File: src/rtl/turn_pkg.sv
// Shared types and decode helpers for the tail-light turn-signal front end.
package turn_pkg;

   typedef enum logic [1:0] {Z = 2'b00, R = 2'b01, L = 2'b10, H = 2'b11} mode_t;

   typedef enum logic [2:0] {IDLE, LEFT, RIGHT, HAZARD, GAP, LOCK} ctrl_state_t;

   typedef enum logic [1:0] {NONE, REQ_L, REQ_R, REQ_H} req_t;

   // Hazard wins outright; simultaneous left and right cancel each other.
   function automatic req_t resolve_req(input logic db_l, input logic db_r, input logic db_h);
      if (db_h)              return REQ_H;
      else if (db_l && db_r) return NONE;
      else if (db_l)         return REQ_L;
      else if (db_r)         return REQ_R;
      else                   return NONE;
   endfunction

   function automatic ctrl_state_t req_to_state(input req_t q);
      case (q)
         REQ_L:   return LEFT;
         REQ_R:   return RIGHT;
         REQ_H:   return HAZARD;
         default: return IDLE;
      endcase
   endfunction

   function automatic req_t state_to_req(input ctrl_state_t s);
      case (s)
         LEFT:    return REQ_L;
         RIGHT:   return REQ_R;
         HAZARD:  return REQ_H;
         default: return NONE;
      endcase
   endfunction

   function automatic mode_t state_to_mode(input ctrl_state_t s);
      case (s)
         LEFT:    return L;
         RIGHT:   return R;
         HAZARD:  return H;
         default: return Z;
      endcase
   endfunction

endpackage

File: src/rtl/switch_debounce.sv
// Two-flop synchronizer followed by a consecutive-cycle debounce for one switch.
module switch_debounce #(
   parameter int unsigned DEBOUNCE_CYC = 4
) (
   input  logic clk_out,
   input  logic rst,
   input  logic raw,
   output logic db
);

   localparam int unsigned CNT_W = $clog2(DEBOUNCE_CYC) + 1;

   logic             sync_1;
   logic             sync_2;
   logic [CNT_W-1:0] cnt;

   // Any return of the synchronized level to db restarts the count.
   always_ff @(posedge clk_out or negedge rst) begin
      if (!rst) begin
         sync_1 <= 1'b0;
         sync_2 <= 1'b0;
         db     <= 1'b0;
         cnt    <= '0;
      end else begin
         sync_1 <= raw;
         sync_2 <= sync_1;
         if (sync_2 == db) begin
            cnt <= '0;
         end else if (cnt == CNT_W'(DEBOUNCE_CYC - 1)) begin
            db  <= sync_2;
            cnt <= '0;
         end else begin
            cnt <= cnt + 1'b1;
         end
      end
   end

endmodule

File: src/rtl/turn_signal_input_ctrl.sv
// Conditions raw left/right/hazard switches into clean, mutually exclusive
// l/r/h commands with an idle gap between commands and turn-signal auto-cancel.
module turn_signal_input_ctrl
   import turn_pkg::*;
#(
   parameter int unsigned DEBOUNCE_CYC = 4,
   parameter int unsigned TIMEOUT_CYC  = 64
) (
   input  logic       clk_out,
   input  logic       rst,
   input  logic       l_raw,
   input  logic       r_raw,
   input  logic       h_raw,
   output logic       l,
   output logic       r,
   output logic       h,
   output logic [1:0] mode,
   output logic       timeout_flag
);

   localparam int unsigned DWELL_W = $clog2(TIMEOUT_CYC) + 1;
   localparam bit          TO_EN   = (TIMEOUT_CYC != 0);

   logic               db_l;
   logic               db_r;
   logic               db_h;
   req_t               req_c;
   ctrl_state_t        state;
   ctrl_state_t        state_nxt;
   req_t               lock_dir;
   logic [DWELL_W-1:0] dwell;
   logic               timed_out;

   switch_debounce #(.DEBOUNCE_CYC(DEBOUNCE_CYC)) u_db_l (
      .clk_out (clk_out),
      .rst     (rst),
      .raw     (l_raw),
      .db      (db_l)
   );

   switch_debounce #(.DEBOUNCE_CYC(DEBOUNCE_CYC)) u_db_r (
      .clk_out (clk_out),
      .rst     (rst),
      .raw     (r_raw),
      .db      (db_r)
   );

   switch_debounce #(.DEBOUNCE_CYC(DEBOUNCE_CYC)) u_db_h (
      .clk_out (clk_out),
      .rst     (rst),
      .raw     (h_raw),
      .db      (db_h)
   );

   always_comb req_c = resolve_req(db_l, db_r, db_h);

   // Dwell reaches TIMEOUT_CYC-1 on the last cycle a turn command may stay up.
   always_comb timed_out = TO_EN && (dwell == DWELL_W'(TIMEOUT_CYC - 1));

   always_comb begin
      state_nxt = state;
      case (state)
         IDLE, GAP: state_nxt = req_to_state(req_c);
         LEFT, RIGHT, HAZARD: begin
            if (req_c == NONE)                     state_nxt = IDLE;
            else if (req_c != state_to_req(state)) state_nxt = GAP;
            else if (state != HAZARD && timed_out) state_nxt = LOCK;
         end
         LOCK:    if (req_c != lock_dir) state_nxt = IDLE;
         default: state_nxt = IDLE;
      endcase
   end

   // Outputs are decoded from the next state so they register alongside it.
   always_ff @(posedge clk_out or negedge rst) begin
      if (!rst) begin
         state        <= IDLE;
         lock_dir     <= NONE;
         dwell        <= '0;
         l            <= 1'b0;
         r            <= 1'b0;
         h            <= 1'b0;
         mode         <= 2'b00;
         timeout_flag <= 1'b0;
      end else begin
         state        <= state_nxt;
         timeout_flag <= (state_nxt == LOCK) && (state != LOCK);
         if (state_nxt == LOCK && state != LOCK)
            lock_dir <= state_to_req(state);
         if (state_nxt != state)
            dwell <= '0;
         else if (dwell != '1)
            dwell <= dwell + 1'b1;
         l    <= (state_nxt == LEFT);
         r    <= (state_nxt == RIGHT);
         h    <= (state_nxt == HAZARD);
         mode <= 2'(state_to_mode(state_nxt));
      end
   end

endmodule

File: config.mk
export PLATFORM = sky130hd
export DESIGN_NAME = turn_signal_input_ctrl
export DESIGN_NICKNAME = d
export VERILOG_FILES = /design/src/rtl/turn_pkg.sv /design/src/rtl/switch_debounce.sv /design/src/rtl/turn_signal_input_ctrl.sv
export SDC_FILE = /design/constraint.sdc
export NUM_CORES = 1
export LEC_CHECK = 0
export CAP_MARGIN = 20
export CORE_AREA = 2 2 60 62
export CTS_BUF_LIST = sky130_fd_sc_hd__clkbuf_4 sky130_fd_sc_hd__clkbuf_8 sky130_fd_sc_hd__clkbuf_16
export DETAILED_ROUTE_END_ITERATION = 8
export DIE_AREA = 0 0 62 64
export PLACE_DENSITY = 0.72
export SLEW_MARGIN = 30
export SYNTH_ARGS = -nofsm -noshare
export SYNTH_HDL_FRONTEND = slang
export SYNTH_SLANG_ARGS = --single-unit
File: constraint.sdc
create_clock -name clk_out -period 3 [get_ports clk_out]
set_input_delay 0.75 -clock clk_out [delete_from_list [all_inputs] [get_ports clk_out]]
set_output_delay 0.75 -clock clk_out [all_outputs]
set_load 0.02 [all_outputs]
; Yosys cells after proc, flatten, opt, wreduce, memory -nomap -nowiden
; Cells that the tools add are included.
[totals]
reg_bits = 36
word_cells = 85
[classes]
muxes = 22
addsub = 4
n_reduce_logical = 11
bitwise_logic = 3
n_eq_ne = 25
[op_table]
columns = op, n
row1 = $mux 3, 10
row2 = $eq 3x2->1 const B, 7
row3 = $pmux 2 s3, 3
row4 = $mux 7, 2
row5 = $mux 2, 6
row6 = $add 3x1->3 const B, 3
row7 = $eq 3x3->1 const B, 3
row8 = $pmux 3 s3, 1
row9 = $add 7x1->7 const B, 1
row10 = $eq 7x6->1 const B, 1
row11 = $ne 7x7->1 const B, 1
row12 = $eq 3x1->1 const B, 2
row13 = $reduce_and 2->1, 3
row14 = $eq 2x2->1 const B, 2
row15 = $ne 2x2->1, 2
row16 = $eq 1x1->1, 3
row17 = $logic_and 1x1->1, 3
row18 = $logic_not 3->1, 1
row19 = $ne 3x2->1 const B, 1
row20 = $ne 3x3->1, 1
row21 = $ne 3x3->1 const B, 1
row22 = $not 1->1, 3
row23 = $reduce_or 3->1, 1
row24 = $eq 2x1->1 const B, 1
row25 = 3 further kinds, 3

; Longest topological paths before layout
; Gate-level depths: netlist of run 1.
[depth]
ltp_word = 13
mapped_depth = 6
mapped_depth_nobuf = 5

; Hierarchy
; Synthesis of run 1 repeated with hierarchy kept, for this count alone.
[unflattened]
hier_cells = 151
area_unflattened_um2 = 1760.4
[by_module_without_submodules]
columns = mod, instances, area_each_um2, seq_area_each_um2, cells_per_inst
row1 = turn_signal_input_ctrl, 1, 1098.6, 450.4, 112
row2 = switch_debounce (u_db_h ...), 2, 216.5, 150.1, 13
row3 = switch_debounce (u_db_l), 1, 229.0, 150.1, 13

; Worst setup path before layout of run 1
; No wires, ideal clock.
[synth_timing]
kind = reg2reg
start = register u_db_r.db
end = register state[2]
path_stages_with_launch = 7
path_slack_ns = 1.204
setup_ns = 0.127
path_buffers = 2
required_ns = 2.873
synth_period_minus_slack_ns = 1.796
arrival_ns = 1.669
cell_sequence = dfrtp_1 buf_6 or4b_4 a32oi_1 a211oi_1 buf_6 or2_2
[synth_between]
elab_chain_len = 8
word_cells_on_any_way = 12
[synth_lines]
columns = item, line
row1 = start: declaration, switch_debounce.sv:8  ; output logic db
row2 = start signal: assignment, switch_debounce.sv:30  ; db <= sync_2;
row3 = $mux 2, turn_pkg.sv:15  ; else if (db_r) return REQ_R;
row4 = $mux 2, turn_pkg.sv:14  ; else if (db_l) return REQ_L;
row5 = $mux 2 *, turn_pkg.sv:13  ; else if (db_l && db_r) return NONE;
row6 = $mux 2 *, turn_pkg.sv:12  ; if (db_h) return REQ_H;
row7 = $ne 2x2->1, turn_signal_input_ctrl.sv:66  ; else if (req_c != state_to_req(state)) state_nxt = GAP;
row8 = $mux 3, turn_signal_input_ctrl.sv:66
row9 = $mux 3, turn_signal_input_ctrl.sv:65  ; if (req_c == NONE) state_nxt = IDLE;
row10 = $pmux 3 s3 *, turn_signal_input_ctrl.sv:62  ; case (state)
row11 = net state_nxt[2], turn_signal_input_ctrl.sv:29  ; ctrl_state_t state_nxt;
row12 = end signal: assignment, turn_signal_input_ctrl.sv:86  ; state <= state_nxt;
row13 = end: declaration, turn_signal_input_ctrl.sv:28  ; ctrl_state_t state;
; The timed path passes the listed nets; every way through them passes the cells marked *.
; A chain may end at the register's enable or synchronous reset.

; Worst setup path in the final report of run 1
[layout_timing]
start = register state[1]
end = register dwell[2]
[layout_between]
elab_chain_len = 10
word_cells_on_any_way = 22
[layout_lines]
columns = item, line
row1 = $eq 3x2->1 or $eq 3x1->1 (tied branches), "turn_pkg.sv:29, turn_signal_input_ctrl.sv:62"
row2 = $pmux 2 s3, turn_pkg.sv:29  ; case (s)
row3 = $mux 2, turn_signal_input_ctrl.sv:65
row4 = $mux 2, turn_signal_input_ctrl.sv:62
row5 = $ne 2x2->1, turn_signal_input_ctrl.sv:66
row6 = $mux 3, turn_signal_input_ctrl.sv:66
row7 = $mux 3, turn_signal_input_ctrl.sv:65
row8 = $pmux 3 s3, turn_signal_input_ctrl.sv:62
row9 = $ne 3x3->1 *, turn_signal_input_ctrl.sv:90  ; if (state_nxt != state)
row10 = $mux 7 or $reduce_bool 2->1 (tied branches), --
row11 = end signal: assignment, turn_signal_input_ctrl.sv:93  ; dwell <= dwell + 1'b1;
row12 = end: declaration, turn_signal_input_ctrl.sv:31  ; logic [DWELL_W-1:0] dwell;
; Every way passes the cells marked *; elsewhere a longest branch is shown, timed or not. The select of a mux whose other input is x is not followed.

==> results by group, run 1 <==
Finish
  – Number of inserted diodes: 0
  – Fillcell total: 283
  – Net count of the finished layout: 175
  – Core occupancy in the finished layout: 58.1%
  – Signed area change from the synthesized netlist to the final layout: 10.2%
  – Non-filler instance count after layout: 212
  – Ratio of cells with drive above 1 in the final layout: 11.4%

STA
  – Actual transition at the worst max-transition pin: 0.894 ns
  – Minimum clock period after layout: 2.21 ns
  – Remaining max-slew budget at the tightest pin: 39.9%
  – Worst Skew: 0.00920 ns
  – Fmax: 0.453 GHz
  – Fraction of the cycle the final worst path needs: 73.6%
  – Setup_tns: 0 ns
  – # setup viols final: 0
  – Worst-case hold slack: 0.360 ns
  – Count of final hold-check violations: 0
  – Final number of max-transition violations: 0
  – Unrepaired setup endpoints after global routing: false

Die
  – Height of the die: 64 microns
  – Std-Cell Rows: 21
  – Initial Utilization: 52.7%
  – CORE AREA: 3280 sq um
  – Die Width: 62 microns
  – Die ar.: 3970 sq um
  – Count of pins on the block boundary: 11

Synth
  – Async set or reset register ratio after synthesis: 100%
  – Number of nets produced by synthesis: 163
  – Number of library cell types mapped by synthesis: 47
  – Mapped Cells: 154
  – EDFF count, synth: 0
  – Yosys top cell area share: 52.0%
  – Post-synthesis register bit count: 36
  – Most common flop cell mapped by yosys: sky130_fd_sc_hd__dfrtp_1
  – Warnings from Yosys: 0
  – Cell type with the highest aggregate area in the netlist: sky130_fd_sc_hd__dfrtp_1
  – Synthesized area per cell: 11.2 sq um
  – Fraction of the yosys area taken by sequential cells: 52.0%
  – Cell area after synthesis: 1730 sq um
  – Cell types occupying the most area after synthesis: sky130_fd_sc_hd__dfrtp_1, sky130_fd_sc_hd__ha_1, sky130_fd_sc_hd__nor2b_1

Global routing
  – Met3 GRT Util: 5.47%
  – Number of antenna violations at the first check in global routing: 0
  – Fraction of met2 tracks used by global routing: 30.2%
  – Largest net degree at the start of global routing: 37
  – First-pass GRT wire length: 5530 microns
  – Total global routing overflow: 0
  – Total global-route track usage: 19.5%
  – Most used routing layer: met2
  – Via count of the first global-routing pass: 1,177
  – Routing usage on met1: 25.0%

Pwr
  – Power Density: 890 nW/um^2
  – Static Leakage: 0.781 nW
  – Peak VDD IR: 0.379 mV

Clocking
  – CTS buffer count: 5
  – Clock latency of the later-clocked register in the worst-skew pair: 0.34 ns
  – Clock slew at the register clock pins of the worst setup and hold paths: 0.10 ns
  – Level count of the clock H-tree: 2
  – Resize count post-CTS: 0
  – Clock tree sinks: 36
  – Total setup buffers inserted after CTS: 0
  – Maximum clock insertion buffer count: 2
  – Library cell used as clock root buffer: sky130_fd_sc_hd__clkbuf_4
  – Clock tree from TritonCTS: built
  – Hold buffers post-CTS: 0

Placed design
  – I/O Buffers: 10
  – Number of cells after detailed placement: 205
  – Placer congestion estimate: 0.818
  – HPWL Detailed: 2370 microns

Setup path
  – Required time worst endpoint: 3.23 ns
  – Critical Path AT: 2.44 ns
  – Category of cells accounting for the largest share of critical-path delay: simple AND/OR/NAND/NOR gates
  – Cell with the biggest individual delay on the critical path: sky130_fd_sc_hd__or4b_1
  – Worst setup path class: flip-flop to flip-flop
  – Kind of start point of the critical path: flip-flop
  – Worst path cell trace: or4b_1, a211oi_1, nor3_1, nor4_1
  – Maximum cell stage delay along the critical path: 0.56 ns
  – Crit Path Max Fanout: 13
  – Crit. End Element: flip-flop
  – Crit path buf inv count: 0
  – Register-to-register setup slack: 0.79 ns

Detailed routing
  – Wire length after detailed routing: 3380 microns
  – Count of antenna-violating nets left after detailed routing: 0
  – Detailed-route wire length per cell: 16.0 microns
  – Vias post-DR: 1,237
  – Via-to-Cell Ratio: 5.83
  – DRC violation total after the first TritonRoute iteration: 55
  – Number of remaining DRC errors: 0
  – Number of iterations in the first detailed-routing pass: 4

Min path
  – Min-delay worst type: flip-flop to flip-flop

Run status
  – Status: finished clean

Job
  – MaxCap Viol Count: 0
[logic make-up (layout without fill, tap and decap cells)]
logic type	Yosys count	in the layout	synth area share, %
compound gates	36	36	15.8
xor+xnor	5	5	2.53
fa+ha+maj	4	4	2.89
buf+inv	11	23	3.83
flops	36	36	52.0
mux	3	3	1.95
simple gates	59	59	21.0
[metrics by stage]
step / worst slack (ns) / total power [W] / instance area, sq um
floorplan: 1.20 / 0.00128 / 1730
global placement: 0.804 / 0.00141 / 1850
detailed placement: 0.671 / 0.00146 / 1850
CTS: 0.637 / 0.00171 / 1900
global route: 0.644 / 0.00182 / 1910
finish: 0.793 / 0.00170 / 1910
[state kept, by name, indices dropped and copies added (netlist names)]
register,flops
state,3
l,1
r,1
u_db_r.db,1
timeout_flag,1
u_db_h.sync_2,1
u_db_h.db,1
u_db_r.sync_1,1
u_db_l.db,1
u_db_l.cnt,3
u_db_h.cnt,3
u_db_h.sync_1,1
mode,2
u_db_l.sync_2,1
u_db_r.sync_2,1
u_db_l.sync_1,1
h,1
dwell,7
lock_dir,2
u_db_r.cnt,3
[worst reg2reg max path, stage by stage, from the launching register on]
cell                       delay [ns]
sky130_fd_sc_hd__dfrtp_1         0.54
sky130_fd_sc_hd__or4b_1          0.57
sky130_fd_sc_hd__a211oi_1        0.38
sky130_fd_sc_hd__nor3_1          0.24
sky130_fd_sc_hd__nor4_1          0.37
[cell usage after synthesis, types with 2 or more instances]
library cell,number
sky130_fd_sc_hd__o211ai_1,6
sky130_fd_sc_hd__nand3_1,7
sky130_fd_sc_hd__nand2_1,6
sky130_fd_sc_hd__o21ai_0,8
sky130_fd_sc_hd__ha_1,4
sky130_fd_sc_hd__or4b_1,2
sky130_fd_sc_hd__inv_1,4
sky130_fd_sc_hd__dfrtp_1,36
sky130_fd_sc_hd__buf_6,3
sky130_fd_sc_hd__mux2_2,3
sky130_fd_sc_hd__nor4_1,8
sky130_fd_sc_hd__clkbuf_1,2
sky130_fd_sc_hd__nor3b_1,3
sky130_fd_sc_hd__buf_2,2
sky130_fd_sc_hd__nor2_1,4
sky130_fd_sc_hd__o21a_1,4
sky130_fd_sc_hd__nor2b_1,8
sky130_fd_sc_hd__nor3_1,7
sky130_fd_sc_hd__a211oi_1,4
sky130_fd_sc_hd__and3_1,2
sky130_fd_sc_hd__or3_1,2
sky130_fd_sc_hd__xnor2_1,4
[routing by layer]
metal / part of all wire (%) / vias up
met1: 43 / 608
met4: 1.9 / 0
met3: 2.6 / 6
met5: 0 / -
met2: 53 / 20
li1: - / 603
[where the power goes]
group / switching, W / internal [W]
clock network: 0.000150 / 0.0000952
logic: 0.000364 / 0.000323
registers: 0.000158 / 0.000608
total: 0.000672 / 0.00103
[final timing paths]
path | start | to | depth (start not counted)
max in group asynchronous | rst | u_db_r.cnt[2]$_DFF_PN0_ | 2
worst min-delay path | u_db_h.sync_1$_DFF_PN0_ | u_db_h.sync_2$_DFF_PN0_ | 0
worst min register to register | u_db_h.sync_1$_DFF_PN0_ | u_db_h.sync_2$_DFF_PN0_ | 0
worst max-delay path | state[1]$_DFF_PN0_ | dwell[2]$_DFFE_PN0P_ | 4
worst max register to register | state[1]$_DFF_PN0_ | dwell[2]$_DFFE_PN0P_ | 4
min in group asynchronous | rst | r$_DFF_PN0_ | 2
[cell usage in the layout, fill, tap and decap left out, types with 2 or more instances in the layout]
cell type                         count
sky130_fd_sc_hd__mux2_2               3
sky130_fd_sc_hd__inv_1                4
sky130_fd_sc_hd__nand2_1              6
sky130_fd_sc_hd__o21ai_0              8
sky130_fd_sc_hd__nor2b_1              8
sky130_fd_sc_hd__o211ai_1             6
sky130_fd_sc_hd__and3_1               2
sky130_fd_sc_hd__a211oi_1             3
sky130_fd_sc_hd__ha_1                 4
sky130_fd_sc_hd__clkdlybuf4s50_1     10
sky130_fd_sc_hd__clkbuf_4             6
sky130_fd_sc_hd__o21a_1               4
sky130_fd_sc_hd__nor3_1               7
sky130_fd_sc_hd__nand3_1              7
sky130_fd_sc_hd__nor4_1               8
sky130_fd_sc_hd__dfrtp_1             36
sky130_fd_sc_hd__xnor2_1              4
sky130_fd_sc_hd__or3_1                2
sky130_fd_sc_hd__buf_4                2
sky130_fd_sc_hd__or4b_1               2
sky130_fd_sc_hd__nor3b_1              3
sky130_fd_sc_hd__nor2_1               4
[layout make-up]
class	count	area, sq um	area share (%)
clock inverters	1	5.00	0.262
inverters	4	15.0	0.787
clock buffers	6	45.0	2.36
multi-input cells	107	769	40.3
repair buffers	12	115	6.03
well taps	46	57.6	3.02
flip-flops and latches	36	901	47.2
Power figures use the tool's default switching activity.
==> run 2: changes to the inputs <==
CORE_AREA = 2 2 61 63   (was 2 2 60 62)
DIE_AREA = 0 0 63 65   (was 0 0 62 64)
clock period = 1.8 ns   (was 3 ns; I/O delays follow)
==> run 2 against run 1 <==
  * The flow now finishes with violations (setup timing)
  * Hold slack worse by 0.013 ns
  * Total power is 110% higher
  * Largest power group is now combinational logic
  * Sequential share of layout area is 7.5 points lower
  * Critical endpoint is now dwell[5]$_DFFE_PN0P_
  * Largest cell class unchanged
  * Worst setup slack worse by 0.82 ns
  * Flip-flop and latch count stayed put
  * Die area is 3.2% higher
==> results by group, run 2 (synthesis results as in run 1) <==
Detailed routing
  – Metal3 WL: 129 microns
  – Via-to-Cell Ratio: 5.68
  – Vias post-DR: 1,385
  – DRC violation total after the first TritonRoute iteration: 40
  – Routed wire length on met2: 1960 microns
  – Number of iterations in the first detailed-routing pass: 4
  – Met1 layer wirelength in the final routing: 1670 microns
  – Uppermost signal routing layer after detailed routing: met4
  – Number of remaining DRC errors: 0
  – Wire length after detailed routing: 3810 microns
  – Detailed-route wire length per cell: 15.6 microns
  – Count of antenna-violating nets left after detailed routing: 0

STA
  – # setup viols final: 9
  – Remaining max-slew budget at the tightest pin: 68.3%
  – Fraction of the cycle the final worst path needs: 101%
  – Final number of max-transition violations: 0
  – Minimum clock period after layout: 1.82 ns
  – Fmax: 0.548 GHz
  – Worst-case hold slack: 0.348 ns
  – Post-route worst setup slack: -0.0236 ns
  – Setup_tns: -0.129 ns
  – Count of final hold-check violations: 0
  – Unrepaired setup endpoints after global routing: true
  – Worst Skew: 0.00916 ns
  – Actual transition at the worst max-transition pin: 0.470 ns

Pwr
  – Peak VDD IR: 1.08 mV
  – Clock power frac: 15.6%
  – Combinational share of power: 52.6%
  – Proportion of total power due to net switching: 37.3%
  – Power Density: 1610 nW/um^2
  – Cell internal power dissipation: 0.00229 W
  – Power share of the sequential group: 31.8%
  – Net Switching: 0.00136 W
  – Static Leakage: 0.955 nW

Setup path
  – Category of cells accounting for the largest share of critical-path delay: simple AND/OR/NAND/NOR gates
  – Cell with the biggest individual delay on the critical path: sky130_fd_sc_hd__or4b_4
  – Kind of start point of the critical path: flip-flop
  – Crit. End Element: flip-flop
  – Worst path cell trace: or4b_4, a32oi_2, a211oi_2, buf_4, nor4_1
  – Critical Path AT: 2.07 ns
  – Crit Path Max Fanout: 7
  – Worst setup path class: flip-flop to flip-flop
  – Maximum cell stage delay along the critical path: 0.52 ns
  – Required time worst endpoint: 2.04 ns
  – Crit path buf inv count: 1

Global routing
  – First-pass GRT wire length: 6660 microns
  – Largest net degree at the start of global routing: 37
  – Number of antenna violations at the first check in global routing: 0
  – Total global-route track usage: 20.8%
  – Total global routing overflow: 0
  – Via count of the first global-routing pass: 1,434

Clocking
  – Level count of the clock H-tree: 2
  – CTS buffer count: 5
  – Maximum clock insertion buffer count: 2
  – Library cell used as clock root buffer: sky130_fd_sc_hd__clkbuf_4
  – Clock latency of the later-clocked register in the worst-skew pair: 0.34 ns
  – Clock tree from TritonCTS: built
  – Clock slew at the register clock pins of the worst setup and hold paths: 0.11 ns
  – Hold buffers post-CTS: 0
  – Clock tree sinks: 36

Finish
  – Signed area change from the synthesized netlist to the final layout: 31.1%
  – Non-filler instance count after layout: 244
  – Flip-flop count of the largest register after layout: 7
  – Ratio of cells with drive above 1 in the final layout: 30.1%
  – Fillcell total: 276
  – Number of inserted diodes: 0
  – Top library cells by usage in the layout, fill and taps aside: sky130_fd_sc_hd__dfrtp_1, sky130_fd_sc_hd__buf_4, sky130_fd_sc_hd__clkdlybuf4s50_1, sky130_fd_sc_hd__nor2b_1, sky130_fd_sc_hd__o21ai_0
  – Final instance area: 2270 sq um
  – Register with the most flip-flops: dwell
  – Most common cell after layout, fill and taps aside: sky130_fd_sc_hd__dfrtp_1
  – Net count of the finished layout: 204
  – Core occupancy in the finished layout: 64.9%

Min path
  – Min-delay worst type: flip-flop to flip-flop

Job
  – MaxCap Viol Count: 0

Placed design
  – Placer congestion estimate: 0.930
  – Standard cell area after detailed placement: 2030 sq um
  – Number of cells after detailed placement: 230
  – I/O Buffers: 10
  – HPWL Detailed: 2540 microns

Die
  – Height of the die: 65 microns
  – Count of pins on the block boundary: 11
  – CORE AREA: 3500 sq um
  – Die Width: 63 microns
  – Std-Cell Rows: 22
  – Initial Utilization: 49.5%
  – Die ar.: 4100 sq um

Run status
  – Status: complete, but fails checks
  – Failing checks: setup timing
==> run 2: area by class of cell <==
type / count / area [sq um] / area share (%)
clock inverter: 2 / 35.0 / 1.54
sequential: 36 / 902 / 39.7
tap: 48 / 60.1 / 2.65
clock buffer: 6 / 45.0 / 1.98
inverter: 4 / 15.0 / 0.662
multi-input combinational: 107 / 860 / 37.9
timing repair buffer: 41 / 353 / 15.5
==> run 2: timing repair <==
action,CTS,global route
resized for setup,15,3
pin swaps,9,4
setup buffers,4,2
endpoints found under the setup margin,11,16
==> run 2: power by group through the flow <==
stage | Clock [W] | Combinational (W) | Sequential [W]
final | 0.000569 | 0.00192 | 0.00116
after global routing | 0.000627 | 0.00206 | 0.00119
after CTS | 0.000583 | 0.00173 | 0.00115
after detailed placement | 0 | 0.00151 | 0.00116
after global placement | 0 | 0.00147 | 0.00115
after floorplan | 0 | 0.000940 | 0.00119
==> run 2: per-layer routing <==
layer	global-route usage, %	vias up
met5	0	-
met2	35.5	24
met1	25.5	689
li1	-	665
met3	5.90	7
met4	6.67	0
==> run 2: path summary, 6_finish.rpt <==
| kind | start | to | slack, ns | cells past startpoint |
|---|---|---|---|---|
| min | u_db_h.sync_1$_DFF_PN0_ | u_db_h.sync_2$_DFF_PN0_ | 0.35 | 0 |
| max reg2reg | u_db_l.db$_DFFE_PN0P_ | dwell[5]$_DFFE_PN0P_ | -0.02 | 5 |
| min reg2reg | u_db_h.sync_1$_DFF_PN0_ | u_db_h.sync_2$_DFF_PN0_ | 0.35 | 0 |
| max | u_db_l.db$_DFFE_PN0P_ | dwell[5]$_DFFE_PN0P_ | -0.02 | 5 |
| min in group asynchronous | rst | u_db_l.sync_1$_DFF_PN0_ | 0.52 | 2 |
| max in group asynchronous | rst | u_db_l.db$_DFFE_PN0P_ | 0.95 | 2 |
==> run 2: stage by stage <==
step           power [W]  worst slack (ns)
3_3_place_gp     0.00262           -0.0269
6_report         0.00365           -0.0236
5_1_grt          0.00388            -0.115
2_1_floorplan    0.00213           0.00405
4_1_cts          0.00347           -0.0168
3_5_place_dp     0.00267            -0.150
==> run 3: changes to the inputs <==
--- a/config.mk
+++ b/config.mk
@@ -12,4 +12,5 @@
 export DIE_AREA = 0 0 63 65
 export PLACE_DENSITY = 0.72
+export REMOVE_ABC_BUFFERS = 1
 export SLEW_MARGIN = 30
 export SYNTH_ARGS = -nofsm -noshare
==> constraint.sdc (replaced) <==
create_clock -name clk_out -period 1.8 [get_ports clk_out]
set_input_delay 0.45 -clock clk_out [delete_from_list [all_inputs] [get_ports clk_out]]
set_output_delay 0.45 -clock clk_out [all_outputs]
set_load 0.1 [all_outputs]
==> run 3 against run 2 <==
  * Final cell count fell by 2.0%
  * The run still ends with setup timing left
  * Clock-buffer cell count did not move
  * Sequential share of layout area fell by 2.0 points
  * Largest power group unchanged
  * First-iteration DRC count rose by 95%
==> results by group, run 3 (synthesis results as in run 1) <==
Run status
  – Status: complete, but fails checks
  – Failing checks: setup timing

Detailed routing
  – Count of antenna-violating nets left after detailed routing: 0
  – Uppermost signal routing layer after detailed routing: met4
  – Via-to-Cell Ratio: 5.94
  – Number of remaining DRC errors: 0
  – Met1 layer wirelength in the final routing: 1710 microns
  – Routed wire length on met2: 2100 microns
  – Wire length after detailed routing: 4030 microns
  – Vias post-DR: 1,419
  – Number of iterations in the first detailed-routing pass: 4
  – Detailed-route wire length per cell: 16.9 microns
  – Metal3 WL: 133 microns
  – DRC violation total after the first TritonRoute iteration: 78

Clocking
  – Level count of the clock H-tree: 2
  – Clock tree from TritonCTS: built
  – Clock tree sinks: 36
  – CTS buffer count: 5
  – Library cell used as clock root buffer: sky130_fd_sc_hd__clkbuf_4
  – Clock slew at the register clock pins of the worst setup and hold paths: 0.11 ns
  – Clock latency of the later-clocked register in the worst-skew pair: 0.35 ns
  – Maximum clock insertion buffer count: 2

Finish
  – Register with the most flip-flops: dwell
  – Final instance area: 2390 sq um
  – Area occupied by multi-input gates: 957 sq um
  – Top library cells by usage in the layout, fill and taps aside: sky130_fd_sc_hd__dfrtp_1, sky130_fd_sc_hd__buf_4, sky130_fd_sc_hd__nor2b_1, sky130_fd_sc_hd__o21ai_0
  – Non-filler instance count after layout: 239
  – Net count of the finished layout: 199
  – Flip-flop count of the largest register after layout: 7
  – Signed area change from the synthesized netlist to the final layout: 38.3%
  – Number of inserted diodes: 0
  – Fillcell total: 254
  – Ratio of cells with drive above 1 in the final layout: 38.7%
  – Most common cell after layout, fill and taps aside: sky130_fd_sc_hd__dfrtp_1
  – Register area: 903 sq um

Setup path
  – Worst setup path class: flip-flop to flip-flop
  – Cell with the biggest individual delay on the critical path: sky130_fd_sc_hd__or4_4
  – Worst path cell trace: buf_4, buf_6, clkinvlp_4, or4_4, o211ai_4, and4_1
  – Register-to-register setup slack: -0.07 ns
  – Critical Path AT: 2.17 ns
  – Kind of start point of the critical path: flip-flop
  – Destination of the worst register-to-register timing path: r$_DFF_PN0_
  – Crit. End Element: flip-flop
  – Crit Path Max Fanout: 8
  – Maximum cell stage delay along the critical path: 0.52 ns
  – Beginning of the worst register-to-register path: state[1]$_DFF_PN0_
  – Worst reg-to-reg path cell count: 6
  – Instance count on the critical path: 6
  – Crit path buf inv count: 3
  – Category of cells accounting for the largest share of critical-path delay: simple AND/OR/NAND/NOR gates
  – Required time worst endpoint: 2.09 ns

Placed design
  – I/O Buffers: 10
  – Number of cells after detailed placement: 226
  – Placer congestion estimate: 0.813
  – Standard cell area after detailed placement: 2060 sq um
  – HPWL Detailed: 2550 microns
  – Placement Setup Slack: -0.117 ns

Global routing
  – Total global-route track usage: 21.3%
  – Total global routing overflow: 0
  – First-pass GRT wire length: 6670 microns
  – Number of antenna violations at the first check in global routing: 0
  – Largest net degree at the start of global routing: 37
  – Via count of the first global-routing pass: 1,418

Pwr
  – Power Density: 1800 nW/um^2
  – Net Switching: 0.00187 W
  – Static Leakage: 0.960 nW
  – Cell internal power dissipation: 0.00244 W
  – Proportion of total power due to net switching: 43.3%
  – Peak VDD IR: 0.769 mV
  – Overall power: 0.00431 W
  – Power share of the sequential group: 27.7%
  – Clock power frac: 13.3%
  – Combinational share of power: 59.0%

STA
  – Final number of max-transition violations: 0
  – # setup viols final: 9
  – Post-route worst setup slack: -0.0743 ns
  – Actual transition at the worst max-transition pin: 0.576 ns
  – Fraction of the cycle the final worst path needs: 104%
  – Minimum clock period after layout: 1.87 ns
  – Count of final hold-check violations: 0
  – Worst Skew: 0.0132 ns
  – Fmax: 0.534 GHz
  – Remaining max-slew budget at the tightest pin: 61.5%
  – Unrepaired setup endpoints after global routing: true

Job
  – MaxCap Viol Count: 0

Die
  – Height of the die: 65 microns
  – Die ar.: 4100 sq um
  – Initial Utilization: 49.5%
  – Count of pins on the block boundary: 11
  – Std-Cell Rows: 22
  – CORE AREA: 3500 sq um
  – Die Width: 63 microns

Min path
  – Hold EP: u_db_r.sync_2$_DFF_PN0_
  – Min-delay worst type: flip-flop to flip-flop
  – Number of cells traversed by the worst hold path: 0
  – Start point of the worst hold path: u_db_r.sync_1$_DFF_PN0_
==> run 3: what timing repair did <==
| action | in CTS | in global routing |
|---|---|---|
| pin swaps | 4 | 14 |
| hold buffers | 0 | 0 |
| setup buffers | 2 | 2 |
| gates resized for setup | 13 | 27 |
| endpoints found under the setup margin | 9 | 15 |
| gates cloned | 1 | 0 |
==> run 3: area by class of cell <==
class,instances,share of cell area [%]
multi-input cells,107,40.0
clock inverters,2,1.46
repair buffers,36,15.7
flip-flops and latches,36,37.7
clock buffers,6,1.88
well taps,48,2.51
inverters,4,0.784
==> run 3: layer usage <==
| layer | vias to the layer above | GRT usage [%] |
|---|---|---|
| met4 | 0 | 8.61 |
| li1 | 654 | - |
| met5 | - | 0 |
| met3 | 10 | 5.56 |
| met1 | 719 | 25.6 |
| met2 | 36 | 36.3 |
==> run 3: worst max-delay path by stage <==
| stage | startpoint | endpoint | slack, ns |
|---|---|---|---|
| after floorplan | dwell[0]$_DFFE_PN0P_ | timeout_flag$_DFF_PN0_ | -0.22 |
| after global placement | u_db_h.db$_DFFE_PN0P_ | r$_DFF_PN0_ | -0.03 |
| after detailed placement | u_db_h.db$_DFFE_PN0P_ | dwell[1]$_DFFE_PN0P_ | -0.12 |
| after CTS | dwell[1]$_DFFE_PN0P_ | dwell[6]$_DFFE_PN0P_ | -0.04 |
| after global routing | u_db_h.db$_DFFE_PN0P_ | dwell[0]$_DFFE_PN0P_ | -0.16 |
| final | state[1]$_DFF_PN0_ | r$_DFF_PN0_ | -0.07 |
==> run 3: per-stage QoR <==
step / util, % / hold slack, ns / TNS (ns)
2_1_floorplan: - / 0.154 / -2.64
3_5_place_dp: 58.9 / 0.336 / -0.617
3_3_place_gp: 58.9 / 0.333 / -0.0293
4_1_cts: 64.3 / 0.361 / -0.209
6_report: 68.5 / 0.362 / -0.407
5_1_grt: 68.5 / 0.375 / -1.40
==> run 3: power by group through the flow <==
stage                     Sequential, W  Combinational, W  Clock, W
after floorplan                 0.00160          0.000738         0
after global placement          0.00119           0.00188         0
after detailed placement        0.00119           0.00193         0
after CTS                       0.00118           0.00219  0.000581
after global routing            0.00122           0.00269  0.000614
final                           0.00119           0.00254  0.000573
